==> src/rtl/reg_gp_file.sv <==
// -----------------------------------------------------------------------------
// reg_gp_file
//   General-purpose register file for the amber pipeline.
//   Two combinational read ports feed the forwarding unit; one write port is
//   driven by the MO/WB latch. After reset the array is cleared by a sweep
//   that writes one register per cycle. This keeps the storage free of any
//   reset, so it can map onto distributed or block RAM. While the sweep runs,
//   or_busy is high, decode stalls, and both read ports return zero.
//
//   Build option:
//     REGFILE_WT_EN  when defined, a same-cycle write is forwarded to any read
//                    port whose index matches the write index (write-through).
//                    When undefined, reads return the pre-write contents.
//
// Ports
//   iw_clk            clock, all state changes on posedge
//   iw_rst            synchronous active-high reset, restarts the clear sweep
//   iw_src_gp         read port 1 index (source operand)
//   iw_tgt_gp         read port 2 index (target operand)
//   iw_wb_gp          write index from MO/WB
//   iw_wb_gp_we       write enable from MO/WB (ignored while clearing)
//   iw_wb_result      write data from MO/WB
//   or_gp_read_data1  reg[iw_src_gp], forced to 0 while busy
//   or_gp_read_data2  reg[iw_tgt_gp], forced to 0 while busy
//   or_busy           clear sweep in progress
// -----------------------------------------------------------------------------
module reg_gp_file #(
    parameter int NREG  = 16,
    parameter int AW    = 4,
    parameter int WIDTH = 24
) (
    input  logic             iw_clk,
    input  logic             iw_rst,
    input  logic [AW-1:0]    iw_src_gp,
    input  logic [AW-1:0]    iw_tgt_gp,
    input  logic [AW-1:0]    iw_wb_gp,
    input  logic             iw_wb_gp_we,
    input  logic [WIDTH-1:0] iw_wb_result,
    output logic [WIDTH-1:0] or_gp_read_data1,
    output logic [WIDTH-1:0] or_gp_read_data2,
    output logic             or_busy
);

    typedef enum logic {
        S_CLEAR,
        S_READY
    } state_t;

    localparam logic [AW-1:0] LAST_IDX = AW'(NREG - 1);

    if (NREG != 2**AW) begin : g_size_check
        $error("reg_gp_file: NREG must equal 2**AW");
    end

    state_t           state;
    state_t           state_next;
    logic [AW-1:0]    clr_idx;
    logic [AW-1:0]    clr_idx_next;
    logic             busy_next;
    logic             wb_fire;
    logic [WIDTH-1:0] regs [NREG];

    // Writeback is only accepted once the sweep has finished.
    assign wb_fire = (state == S_READY) && iw_wb_gp_we;

    // NOTE: every signal assigned in a combinational block gets a default
    // first, so no path through the case leaves it unassigned (no latch).
    always_comb begin
        state_next   = state;
        clr_idx_next = clr_idx;
        busy_next    = or_busy;
        case (state)
            S_CLEAR: begin
                if (clr_idx == LAST_IDX) begin
                    state_next   = S_READY;
                    clr_idx_next = '0;
                    busy_next    = 1'b0;
                end else begin
                    clr_idx_next = clr_idx + 1'b1;
                end
            end
            S_READY: begin
                busy_next = 1'b0;
            end
            default: begin
                state_next   = S_CLEAR;
                clr_idx_next = '0;
                busy_next    = 1'b1;
            end
        endcase
    end

    // NOTE: sequential state uses non-blocking assignments so that every
    // register samples the values from before the clock edge.
    always_ff @(posedge iw_clk) begin
        if (iw_rst) begin
            state   <= S_CLEAR;
            clr_idx <= '0;
            or_busy <= 1'b1;
        end else begin
            state   <= state_next;
            clr_idx <= clr_idx_next;
            or_busy <= busy_next;
        end
    end

    // NOTE: the array has no reset branch on purpose. The sweep clears it
    // one entry per cycle, which keeps it mappable onto RAM primitives.
    always_ff @(posedge iw_clk) begin
        if (state == S_CLEAR) begin
            regs[clr_idx] <= '0;
        end else if (wb_fire) begin
            regs[iw_wb_gp] <= iw_wb_result;
        end
    end

    // Read ports. Busy forcing wins over everything, including write-through.
    always_comb begin
        or_gp_read_data1 = regs[iw_src_gp];
        or_gp_read_data2 = regs[iw_tgt_gp];
`ifdef REGFILE_WT_EN
        if (wb_fire && (iw_wb_gp == iw_src_gp)) begin
            or_gp_read_data1 = iw_wb_result;
        end
        if (wb_fire && (iw_wb_gp == iw_tgt_gp)) begin
            or_gp_read_data2 = iw_wb_result;
        end
`else
        // Without write-through, the forwarding unit's MO/WB path covers
        // a read of the register being written in the same cycle.
`endif
        if (or_busy) begin
            or_gp_read_data1 = '0;
            or_gp_read_data2 = '0;
        end
    end

endmodule

==> config.mk <==
export PLATFORM = sky130hd
export DESIGN_NAME = reg_gp_file
export DESIGN_NICKNAME = d
export VERILOG_FILES = /design/src/rtl/reg_gp_file.sv
export SDC_FILE = /design/constraint.sdc
export NUM_CORES = 1
export LEC_CHECK = 0
export BUFFER_PORTS_ARGS = -buffer_cell sky130_fd_sc_hd__buf_2
export CORE_MARGIN = 3
export CORE_UTILIZATION = 45
export CTS_CLUSTER_DIAMETER = 100
export DETAILED_ROUTE_END_ITERATION = 16
export PLACE_DENSITY = 0.66
export SLEW_MARGIN = 20
export SYNTH_ARGS = -nofsm -noshare
export SYNTH_HDL_FRONTEND = slang
export SYNTH_SLANG_ARGS = --single-unit
==> constraint.sdc <==
create_clock -name iw_clk -period 2.5 [get_ports iw_clk]
set_input_delay 0.5 -clock iw_clk [delete_from_list [all_inputs] [get_ports iw_clk]]
set_output_delay 0.5 -clock iw_clk [all_outputs]
set_load 0.01 [all_outputs]
Word-level counts from Yosys, hierarchy flattened
Memory sizes are Yosys's and may differ from the RTL's.
Cells that the tools add are included.
{"block": "word_totals", "reg_bits": 6, "ramBits": 384, "inputBits": 39, "out_inout_bits": 49, "word_cells": 24, "memories": 1}
{"name": "regs", "words": 16, "word_bits": 24, "read_ports": 2, "rd_ports_with_merged_regs": 0, "wr": 1, "line_no": "61", "text": "logic [WIDTH-1:0] regs [NREG];"}
{"block": "classes", "n_addsub": 1, "n_eq_ne": 2, "mux": 14, "bitwise_logic": 1, "reduce_logical": 2}
{"cell": "two-way mux 24 bit", "count": 3}
{"cell": "OR reduction 24 bit", "count": 1}
{"cell": "two-way mux 1 bit", "count": 8}
{"cell": "two-way mux 4 bit", "count": 2}
{"cell": "adder 4 x 1 -> 4 bit, second input constant", "count": 1}
{"cell": "== test 4 bit, second input constant", "count": 1}
{"cell": "!= test 2 bit, second input constant", "count": 1}
{"cell": "case mux 1 bit (2 select lines)", "count": 1}
{"cell": "logical AND 1 bit", "count": 1}
{"cell": "inverter 1 bit", "count": 1}

Logic depth before layout (Yosys ltp)
{"block": "logic_depth", "ltp_word": 6, "mapped_depth": 8, "ltp_nobuf": 4}

Worst setup path before layout
No wires, ideal clock.
{"block": "synth_timing", "path_type": "register to register", "from": "register state", "to": "memory regs[10][0], enable pin", "setup_ns": 0.405, "arrival_time_ns": 1.999, "t_required_ns": 2.095, "slack_ns": 0.096, "stages_incl_launch_ff": 5, "n_path_buf": 2, "synth_period_minus_slack_ns": 2.404, "cell_sequence": "dfxtp_1 > clkbuf_1 > clkbuf_1 > a31oi_1 > nor2_1"}
{"block": "synth_via", "elab_chain_cells": 6, "word_cells_on_any_way": 8, "cone_classes": "mux (6); reduce/logical (2)"}
{"element": "from (decl)", "line_no": "55", "text": "state_t state;"}
{"element": "from (signal assigned)", "line_no": "101", "text": "state <= state_next;"}
{"element": "logical AND 1 bit", "line_no": "64", "text": "assign wb_fire = (state == S_READY) && iw_wb_gp_we;"}
{"element": "two-way mux 1 bit", "line_no": "112", "text": "end else if (wb_fire) begin"}
{"element": "two-way mux 1 bit", "line_no": "110", "text": "if (state == S_CLEAR) begin"}
{"element": "two-way mux 1 bit (not written as such)", "line_no": "113", "text": "regs[iw_wb_gp] <= iw_wb_result;"}
{"element": "OR reduction 24 bit (no source line)"}
{"element": "two-way mux 4 bit (no source line) or two-way mux 1 bit (tied branches)"}
{"element": "to (decl)", "line_no": "61"}
Several ways; a longest one is shown, not always the timed one.

==> out/results.tsv <==
metric	value	unit
Synth Flop Type	edfxtp_1	
CTS Sinks	390	
Netlist cell types	37	
final instance area	0.0225	mm²
Die Span X	210	µm
fillers	3267	
Worst slew margin	29.9	%
Syn. warnings	0	
DR WL/cell	28.7	µm
post-route ant nets	0	
Mapped Area	0.0187	mm²
Mean Syn Cell Area	15.2	µm²
Initial Utilization	45.7	%
# DRC	0	
fraction of layout instances using a drive strength above 1	24.4	%
r2r startpoint	state	
outcome	completed	
Synth top cells by count	edfxtp_1, mux2i_1, a22oi_1	
Fmax achieved	404	MHz
Seq/Total Area, Yosys	62.3	%
Worst path slowest cell	mux4_1	
initial antenna violation count	0	
GPL Wtd Cong	0.845	
DR pass1 iterations	5	
pre-CTS WS	-0.0491	ns
Tightest Pin Transition	1.05	ns
first-pass GRT wire length	80.5	mm
Post-Place Cell Area	0.0208	mm²
Leak	8.95	nW
reg2reg path depth	5	
PD cells	657	mW/mm²
crit start category	flip-flop	
Post-synth EDFFs	384	
post-synthesis register bit count	390	
nets	1436	
area leader, netlist	edfxtp_1	
Final setup viols	0	
fin. max-slew vios	0	
Worst Clk Skew	0.0198	ns
vias in the first global route	12404	
Pwr Total	14.8	mW
Tcrit/Tclk final	99.1	%
starting DRC count in detailed routing	1248	
CP max stage delay	0.50	ns
ys async rst share	0	%
Hold Crit Start	iw_rst	
Core Rows	74	
CTS Buf Count	40	
GR Overflow Total	0	
Max H-tree Level	2	
diodes inserted	0	
Worst Hold Class	in -> reg	
worst hold path depth	2	
capturing element type of the critical path	primary output	
Post-Layout Cell Count	1955	
Vias	12362	
most common cell in the netlist	edfxtp_1	
r2r endpoint	regs[10][5]	
CP arrival	1.98	ns
Clock Tree Buf Depth	3	
flop-to-flop setup slack	0.36	ns
crit-path max FO	2	
CTS tree	built	
Synth top area share	61.7	%
critical path, cell by cell	mux4_1 > nand2b_1 > nand3_1 > o21ai_1 > buf_2	
Hold Crit Endpoint	clr_idx[2]	
I/O pin cnt	88	
clock-pin slew on the worst setup and hold paths	0.07	ns
Setup CP Type	reg -> out	
Max IR drop VDD	0.431	mV
PortBufs	87	
Max Cap Viol	0	
Worst-Skew Late Latency	0.55	ns
GRT Util Overall	24.6	%
placed cell count	1875	
detailed-route wire length	56.0	mm
Die H	210	µm
CP required	2.00	ns
unrepaired setup endpoints after global routing	true	
post-layout minimum cycle time	2.48	ns
Layout area overhead	20.1	%
Die Area	0.0440	mm²
largest net degree at the start of global routing	40	
Via-to-Cell Ratio	6.32	
root buf cell	clkbuf_16	
Util after Layout	54.9	%
ranking of synthesized cells by area	edfxtp_1, mux2i_1, a22oi_1	
core area	0.0409	mm²
syn_nets	1271	
Critical Path Start	regs[3][0]	
post-synthesis cell count	1231	
Final Hold Viols	0	
smallest setup slack after layout	0.0217	ns
Hold Buf Count CTS	0	
final HPWL from detailed placement	33.4	mm
==> per-stage QoR <==
stage / hold WS [ns] / TNS (ns)
after floorplan: 0.482 / 0
after global placement: 0.513 / -0.0384
after detailed placement: 0.530 / -0.0499
after global routing: 0.186 / -0.114
final: 0.181 / 0
after CTS: 0.168 / 0
==> what timing repair did <==
action                                  CTS  global route
endpoints found under the setup margin   32            22
setup buffers                             0             8
gates cloned                              0             5
resized for setup                        17            20
==> final cells by class <==
class | instances | area [µm²] | share of cell area [%]
inverter | 5 | 18.8 | 0.0836
tap | 532 | 666 | 2.96
clock inverter | 23 | 273 | 1.21
clock buffer | 46 | 1040 | 4.65
sequential | 390 | 11700 | 51.9
timing repair buffer | 215 | 2130 | 9.50
multi-input combinational | 744 | 6670 | 29.7
==> power by group <==
group	switching, mW	internal (mW)	leakage (nW)
clock network	2.51	3.61	0.647
registers	0.0647	7.24	3.99
logic	0.735	0.591	4.31
==> worst max-delay path by stage <==
stage	end	depth (start not counted)	slack (ns)
floorplan	regs[10][0]	4	0.1
global placement	or_gp_read_data2[13]	8	-0.04
detailed placement	or_gp_read_data2[13]	8	-0.05
CTS	or_gp_read_data1[1]	5	0.001
global route	or_gp_read_data1[0]	5	-0.05
finish	or_gp_read_data1[0]	5	0.02
==> critical path, delay by kind of cell, from the launching register on <==
family	cells	cell delay, ns
and+or+nand+nor	2	0.23
buffers and inverters	1	0.18
muxes	1	0.50
AOI/OAI and AO/OA	1	0.12
DFF	1	0.41
==> cell families after synthesis <==
group,Yosys count,share of synthesized area [%]
simple gates,167,4.36
fa+ha+maj,1,0.0669
xor+xnor,1,0.0469
flops,390,62.3
compound gates,218,8.12
mux,357,21.9
buf+inv,97,3.19
==> cell usage in the layout (no fill, tap or decap), drive strengths merged, types with 7 or more instances in the layout <==
cell type,n
a31oi,7
nand2,49
clkbuf,51
mux4,38
nand3,36
buf,210
a22oi,151
and3,24
edfxtp,384
clkinv,13
mux2i,319
nor2,24
nand2b,17
inv,7
o21ai,40
o22ai,9
==> state kept, by name, summed over array words and instances (netlist names) <==
name / flops
clr_idx: 4
or_busy: 1
regs: 384
state: 1
==> layer usage <==
| metal | track usage (%) | up-vias | wire (µm) |
|---|---|---|---|
| met5 | 0 | - | 0 |
| met4 | 7.18 | 0 | 1590 |
| met3 | 3.92 | 116 | 4440 |
| met2 | 39.9 | 572 | 27100 |
| met1 | 34.5 | 6378 | 22900 |
| li1 | - | 5296 | - |
Note: power is estimated with default switching activity, not from simulation.
